### src/rtl/spi_master.sv
// SPI mode-0 master: serialises bytes from a valid/ready stream MSB-first on
// MOSI and reassembles MISO into bytes.
//
// Ports:
//   clk, rst          system clock, asynchronous active-high reset
//   tx_data/tx_last   byte to send and end-of-frame marker, taken on accept
//   tx_valid/tx_ready transmit handshake; accept when both are high
//   rx_data/rx_valid  received byte with a one-cycle valid pulse
//   busy              high from accept until the inter-frame gap completes
//   SCK/MOSI/SSEL     SPI pins driven to the slave (SCK idles low, SSEL low-active)
//   MISO              asynchronous serial data from the slave
module spi_master #(
  parameter int unsigned CLK_DIV  = 4,
  parameter int unsigned CS_SETUP = 2,
  parameter int unsigned CS_HOLD  = 2,
  parameter int unsigned CS_GAP   = 4
) (
  input  logic       clk,
  input  logic       rst,
  input  logic [7:0] tx_data,
  input  logic       tx_last,
  input  logic       tx_valid,
  output logic       tx_ready,
  output logic [7:0] rx_data,
  output logic       rx_valid,
  output logic       busy,
  output logic       SCK,
  output logic       MOSI,
  output logic       SSEL,
  input  logic       MISO
);

  localparam int unsigned DIV_W   = $clog2(CLK_DIV);
  localparam int unsigned CNT_MAX = (CS_SETUP > CS_HOLD)
                                  ? ((CS_SETUP > CS_GAP) ? CS_SETUP : CS_GAP)
                                  : ((CS_HOLD  > CS_GAP) ? CS_HOLD  : CS_GAP);
  localparam int unsigned CNT_W   = $clog2(CNT_MAX + 1);

  localparam logic [DIV_W-1:0] DIV_LAST   = DIV_W'(CLK_DIV - 1);
  localparam logic [CNT_W-1:0] SETUP_LAST = CNT_W'(CS_SETUP - 1);
  localparam logic [CNT_W-1:0] HOLD_LAST  = CNT_W'(CS_HOLD - 1);
  localparam logic [CNT_W-1:0] GAP_LAST   = CNT_W'(CS_GAP - 1);

  typedef enum logic [2:0] {
    IDLE  = 3'd0,
    SETUP = 3'd1,
    XFER  = 3'd2,
    WAIT  = 3'd3,
    HOLD  = 3'd4,
    GAP   = 3'd5
  } state_t;

  state_t           state;
  logic [DIV_W-1:0] div_cnt;   // position inside the current SCK half-period
  logic [CNT_W-1:0] cnt;       // shared setup/hold/gap counter
  logic [2:0]       bit_cnt;   // index of the bit on the wire, 7 down to 0
  logic [7:0]       tx_byte;
  logic             tx_last_q;
  logic [7:0]       rx_shift;
  logic             lead;      // low lead-in phase before the first rise of a resumed byte
  logic             miso_meta;
  logic             miso_s;

  // Two-flop synchroniser for the asynchronous MISO pin
  always_ff @(posedge clk or posedge rst) begin
    if (rst) begin
      miso_meta <= 1'b0;
      miso_s    <= 1'b0;
    end else begin
      miso_meta <= MISO;
      miso_s    <= miso_meta;
    end
  end

  // Frame sequencer with registered pin and handshake outputs
  always_ff @(posedge clk or posedge rst) begin
    if (rst) begin
      state     <= IDLE;
      div_cnt   <= '0;
      cnt       <= '0;
      bit_cnt   <= 3'd7;
      tx_byte   <= 8'h00;
      tx_last_q <= 1'b0;
      rx_shift  <= 8'h00;
      lead      <= 1'b0;
      tx_ready  <= 1'b0;
      rx_data   <= 8'h00;
      rx_valid  <= 1'b0;
      busy      <= 1'b0;
      SCK       <= 1'b0;
      MOSI      <= 1'b0;
      SSEL      <= 1'b1;
    end else begin
      rx_valid <= 1'b0;
      case (state)
        IDLE: begin
          SSEL <= 1'b1;
          SCK  <= 1'b0;
          busy <= 1'b0;
          if (tx_valid && tx_ready) begin
            tx_byte   <= tx_data;
            tx_last_q <= tx_last;
            MOSI      <= tx_data[7];
            SSEL      <= 1'b0;
            busy      <= 1'b1;
            tx_ready  <= 1'b0;
            cnt       <= '0;
            state     <= SETUP;
          end else begin
            tx_ready <= 1'b1;
          end
        end

        SETUP: begin
          if (cnt == SETUP_LAST) begin
            SCK     <= 1'b1;
            div_cnt <= '0;
            bit_cnt <= 3'd7;
            lead    <= 1'b0;
            state   <= XFER;
          end else begin
            cnt <= cnt + CNT_W'(1);
          end
        end

        XFER: begin
          if (div_cnt != DIV_LAST) begin
            div_cnt <= div_cnt + DIV_W'(1);
          end else begin
            div_cnt <= '0;
            if (SCK) begin
              // End of high phase: sample MISO, fall SCK, present next bit
              SCK      <= 1'b0;
              rx_shift <= {rx_shift[6:0], miso_s};
              if (bit_cnt != 3'd0) begin
                MOSI <= tx_byte[bit_cnt - 3'd1];
              end
            end else if (lead) begin
              lead <= 1'b0;
              SCK  <= 1'b1;
            end else if (bit_cnt != 3'd0) begin
              bit_cnt <= bit_cnt - 3'd1;
              SCK     <= 1'b1;
            end else begin
              // End of the eighth low phase: byte complete
              rx_data  <= rx_shift;
              rx_valid <= 1'b1;
              cnt      <= '0;
              if (tx_last_q) begin
                state <= HOLD;
              end else begin
                tx_ready <= 1'b1;
                state    <= WAIT;
              end
            end
          end
        end

        WAIT: begin
          SCK <= 1'b0;
          if (tx_valid && tx_ready) begin
            tx_byte   <= tx_data;
            tx_last_q <= tx_last;
            MOSI      <= tx_data[7];
            tx_ready  <= 1'b0;
            div_cnt   <= '0;
            bit_cnt   <= 3'd7;
            lead      <= 1'b1;
            state     <= XFER;
          end
        end

        HOLD: begin
          if (cnt == HOLD_LAST) begin
            SSEL  <= 1'b1;
            MOSI  <= 1'b0;
            cnt   <= '0;
            state <= GAP;
          end else begin
            cnt <= cnt + CNT_W'(1);
          end
        end

        GAP: begin
          if (cnt == GAP_LAST) begin
            busy     <= 1'b0;
            tx_ready <= 1'b1;
            cnt      <= '0;
            state    <= IDLE;
          end else begin
            cnt <= cnt + CNT_W'(1);
          end
        end

        default: begin
          state <= IDLE;
        end
      endcase
    end
  end

endmodule

### config.mk
export PLATFORM = sky130hd
export DESIGN_NAME = spi_master
export DESIGN_NICKNAME = d
export VERILOG_FILES = /design/src/rtl/spi_master.sv
export SDC_FILE = /design/constraint.sdc
export NUM_CORES = 1
export LEC_CHECK = 0
export ABC_AREA = 0
export CAP_MARGIN = 20
export CORE_AREA = 2 2 94 105
export DETAILED_ROUTE_END_ITERATION = 12
export DIE_AREA = 0 0 96 107
export PLACE_DENSITY = 0.43
export SYNTH_ARGS = -nofsm -noshare
export SYNTH_HDL_FRONTEND = slang
export SYNTH_SLANG_ARGS = --single-unit
export TNS_END_PERCENT = 1
### constraint.sdc
create_clock -name clk -period 3.4 [get_ports clk]
set_input_delay 0.68 -clock clk [delete_from_list [all_inputs] [get_ports clk]]
set_output_delay 0.68 -clock clk [all_outputs]
set_load 0.05 [all_outputs]
==> out/summary.md <==
The logs give 0 for the number of DRC violations after detailed routing and 2 for the maximum clock insertion buffer count. The worst hold path belongs to the class flop to flop. In this run the horizontal extent of the chip is 96 um.

In the synthesized netlist the dominant register cell turns out to be sky130_fd_sc_hd__dfrtp_1. The signal on the critical path passes through clkdlybuf4s50_1. The pin slew with the least headroom to its limit is 0.846 ns. The area enclosed by the die boundary was 10300 um2.

Static timing analysis puts the maximum clock frequency at 430 MHz. The largest individual stage delay along the critical path comes from the cell sky130_fd_sc_hd__clkdlybuf4s50_1. The synthesized design contains 45 register bits. In this run, the number of DRC markers left after iteration 0 of detailed routing was 55. The die is 107 um tall. In this run, distinct cell masters in the synthesized netlist total 52. The tools report the post-place setup slack as 0.989 ns. Clock latency on the worst-skew pair, taken at its later pin, is 0.29 ns. The cell area that synthesis handed to floorplanning was 2270 um2.

The number of nets in the synthesized netlist is 212. For this run the aggregate overflow at the end of global routing stands at 0. The first detailed-routing pass ran for 4 iterations.

The clock slew at the register clock pins of the worst setup and hold paths works out to 0.09 ns. For the worst setup path, the data required time is 2.72 ns. The tools report the core region area as 9210 um2. In the synthesized netlist, the number of instances is 192.

The initial core utilization came out at 0.246. The run finished with clean final reports. During synthesis, Yosys emitted a total of 0 warnings. The total cell area at the placement stage was 2640 um2.

Along the worst hold path, the cell count comes to 0. The post-detailed-route count of antenna-violating nets was 0; the global-route wire length before repair was 8030 um. In the final layout, the multi-input gates occupy 1050 um2. After layout, the minimum clock period comes to 2.33 ns. Relative to the synthesized area, the layout overhead comes to 22.3%. The run gives 4840 um as the aggregate routed wire length. Along the worst path, the maximum fanout reaches 2. The total global routing track utilization was 0.101. The number of enable flip-flop cells after synthesis was 0. Once the clock tree was built, the setup fixing pass inserted 0 buffers. The tools report the number of nets at the end of the flow as 240.

The power density over the cells was 725 nW/um2. The share of cells above drive strength 1 works out to 0.226. The tools report the sequential share of the synthesized area as 0.499.

The logs give 27 for the I/O pin count and 37 for the placement row count. In this run the static leakage power is 0.00120 uW. The tools report the type of element launching the critical path as a flop.

Critical setup path kind: flop to primary output. The tools report the endpoint class of the critical path as a primary output. The final route contains 1563 vias. At the worst endpoint, the arrival time is 1.65 ns. The routed length per placed instance works out to 14.3 um. The cell area after layout came out at 2770 um2. The total power draw is 2010 uW. For the count of hold buffers inserted by post-cts repair, the log shows 0. The async set or reset register ratio after synthesis is 1.00, and the total of fill cells in the finished design is 950. The worst path buffer plus inverter count came out at 1.

The final setup TNS came out at 0 ns. The relative slew slack was 0.436. TritonCTS built the clock tree.

Critical path depth: 1. The cell at the root of the clock tree was sky130_fd_sc_hd__clkbuf_8. The max-slew violation count was 0; the synthesized area per cell was 11.8 um2. Number of antenna diodes: 0.

Across the run, the number of max-cap violations was 0. The logs give 0.301 for the final core utilization and 0.744 for the weighted congestion reported at the end of routability-driven placement. For the setup slack after layout, the log shows 1.07 ns.

Input and output buffers added on the ports amount to 26. For this run, the slowest stage of the critical path takes 0.81 ns. The post-cts resize count came out at 0.

For the combined flip-flop and latch cell area, the log shows 1130 um2. Setup repair after global routing left no endpoint under its margin. Clock tree synthesis inserted a total of 5 buffers. The logs give 0 for the initial antenna violation count and 45 for the total number of clock tree sinks. The tools report the CTS H-tree depth as 2.

The run gives 0 as the final hold violation count. The clock arrives with 0.00518 ns of skew. Using the TritonRoute via totals, the vias-per-cell ratio works out to 4.62. The kind of cell adding the most delay to the critical path is buffers and inverters. Entering global routing, the biggest net connects 46 pins.

The part of the cycle the worst path needs came out at 0.685. The logs give 0 for the number of setup violations in the final report and 3360 um for the HPWL reported at the end of detailed placement. Across the VDD grid, the largest voltage drop is 0.248 mV. Number of global-route vias before repair: 1592.

Counting cells, the worst reg-to-reg path comes to 3.
-- power by group --
group	total, uW	switching [uW]	internal (uW)
registers	859	151	708
clock network	406	185	221
logic	746	380	366
-- through the flow --
| stage | instances | hold slack [ns] |
|---|---|---|
| 2_1_floorplan | 192 | 0.331 |
| 3_3_place_gp | 329 | 0.335 |
| 3_5_place_dp | 329 | 0.337 |
| 4_1_cts | 337 | 0.358 |
| 5_1_grt | 338 | 0.387 |
| 6_report | 338 | 0.352 |
-- cell type report --
cell class                 count  area share
clock inverter                 2      0.0140
multi-input combinational    128       0.379
timing repair buffer          28       0.104
sequential                    45       0.408
inverter                      12      0.0162
tap                          117      0.0528
clock buffer                   6      0.0262
-- cells in the mapped netlist, drive strengths merged, types with 3 or more instances --
cell type   n  area [um2]
mux2i       3        30.0
nand2      10        40.0
dfstp       4         105
inv        12        45.0
nand2b      4        25.0
nand3       6        35.0
a21o        3        22.5
dfrtp      41        1030
a21oi      12        60.1
ha          7        87.6
mux2       25         282
o22ai       6        37.5
nor2        7        28.8
a211oi      3        22.5
buf         7        40.0
-- state kept, by name (all words and copies together), names as in the netlist --
signal / flops
rx_data: 8
rx_shift: 8
tx_byte: 8
bit_cnt: 3
cnt: 3
state: 3
div_cnt: 2
MOSI: 1
SCK: 1
SSEL: 1
busy: 1
lead: 1
miso_meta: 1
miso_s: 1
rx_valid: 1
tx_last_q: 1
tx_ready: 1
-- final timing paths --
kind / slack, ns / startpoint / end
min in group asynchronous: 0.56 / rst / rx_data[0]$_DFFE_PP0P_
worst max register to register: 1.35 / state[0]$_DFFE_PP0P_ / tx_byte[5]$_DFFE_PP0P_
worst min register to register: 0.35 / miso_meta$_DFF_PP0_ / miso_s$_DFF_PP0_
worst min-delay path: 0.35 / miso_meta$_DFF_PP0_ / miso_s$_DFF_PP0_
max in group asynchronous: 2.35 / rst / bit_cnt[0]$_DFFE_PP1P_
worst max-delay path: 1.07 / SSEL$_DFFE_PP1P_ / SSEL
-- cells in the final DEF, fill, tap and decap left out, drive strengths merged, types with 3 or more instances in the layout --
master,synthesis,routed
clkdlybuf4s50,0,26
nand3,6,6
inv,12,12
nor2,7,7
a211oi,3,3
dfrtp,41,41
dfstp,4,4
clkbuf,0,6
mux2i,3,3
nand2,10,10
ha,7,7
a21o,3,3
mux2,25,25
o22ai,6,6
a21oi,12,12
nand2b,4,4
-- per-layer routing --
| layer | global-route usage | routed length (um) |
|---|---|---|
| met3 | 0.0218 | 168 |
| met5 | 0 | 0 |
| met1 | 0.128 | 2220 |
| met4 | 0.0378 | 78 |
| met2 | 0.166 | 2370 |
-- kinds of logic (layout without fill, tap and decap cells) --
group | after synthesis | in the layout | share of synthesized area
buffers and inverters | 19 | 48 | 0.0375
adder cells (fa/ha/maj) | 7 | 7 | 0.0386
AND/OR/NAND/NOR | 45 | 45 | 0.126
flip-flops | 45 | 45 | 0.499
AO/OA/AOI/OAI | 44 | 44 | 0.135
multiplexers | 30 | 30 | 0.157
XOR/XNOR | 2 | 2 | 0.00772
(Power assumes the default switching activity.)
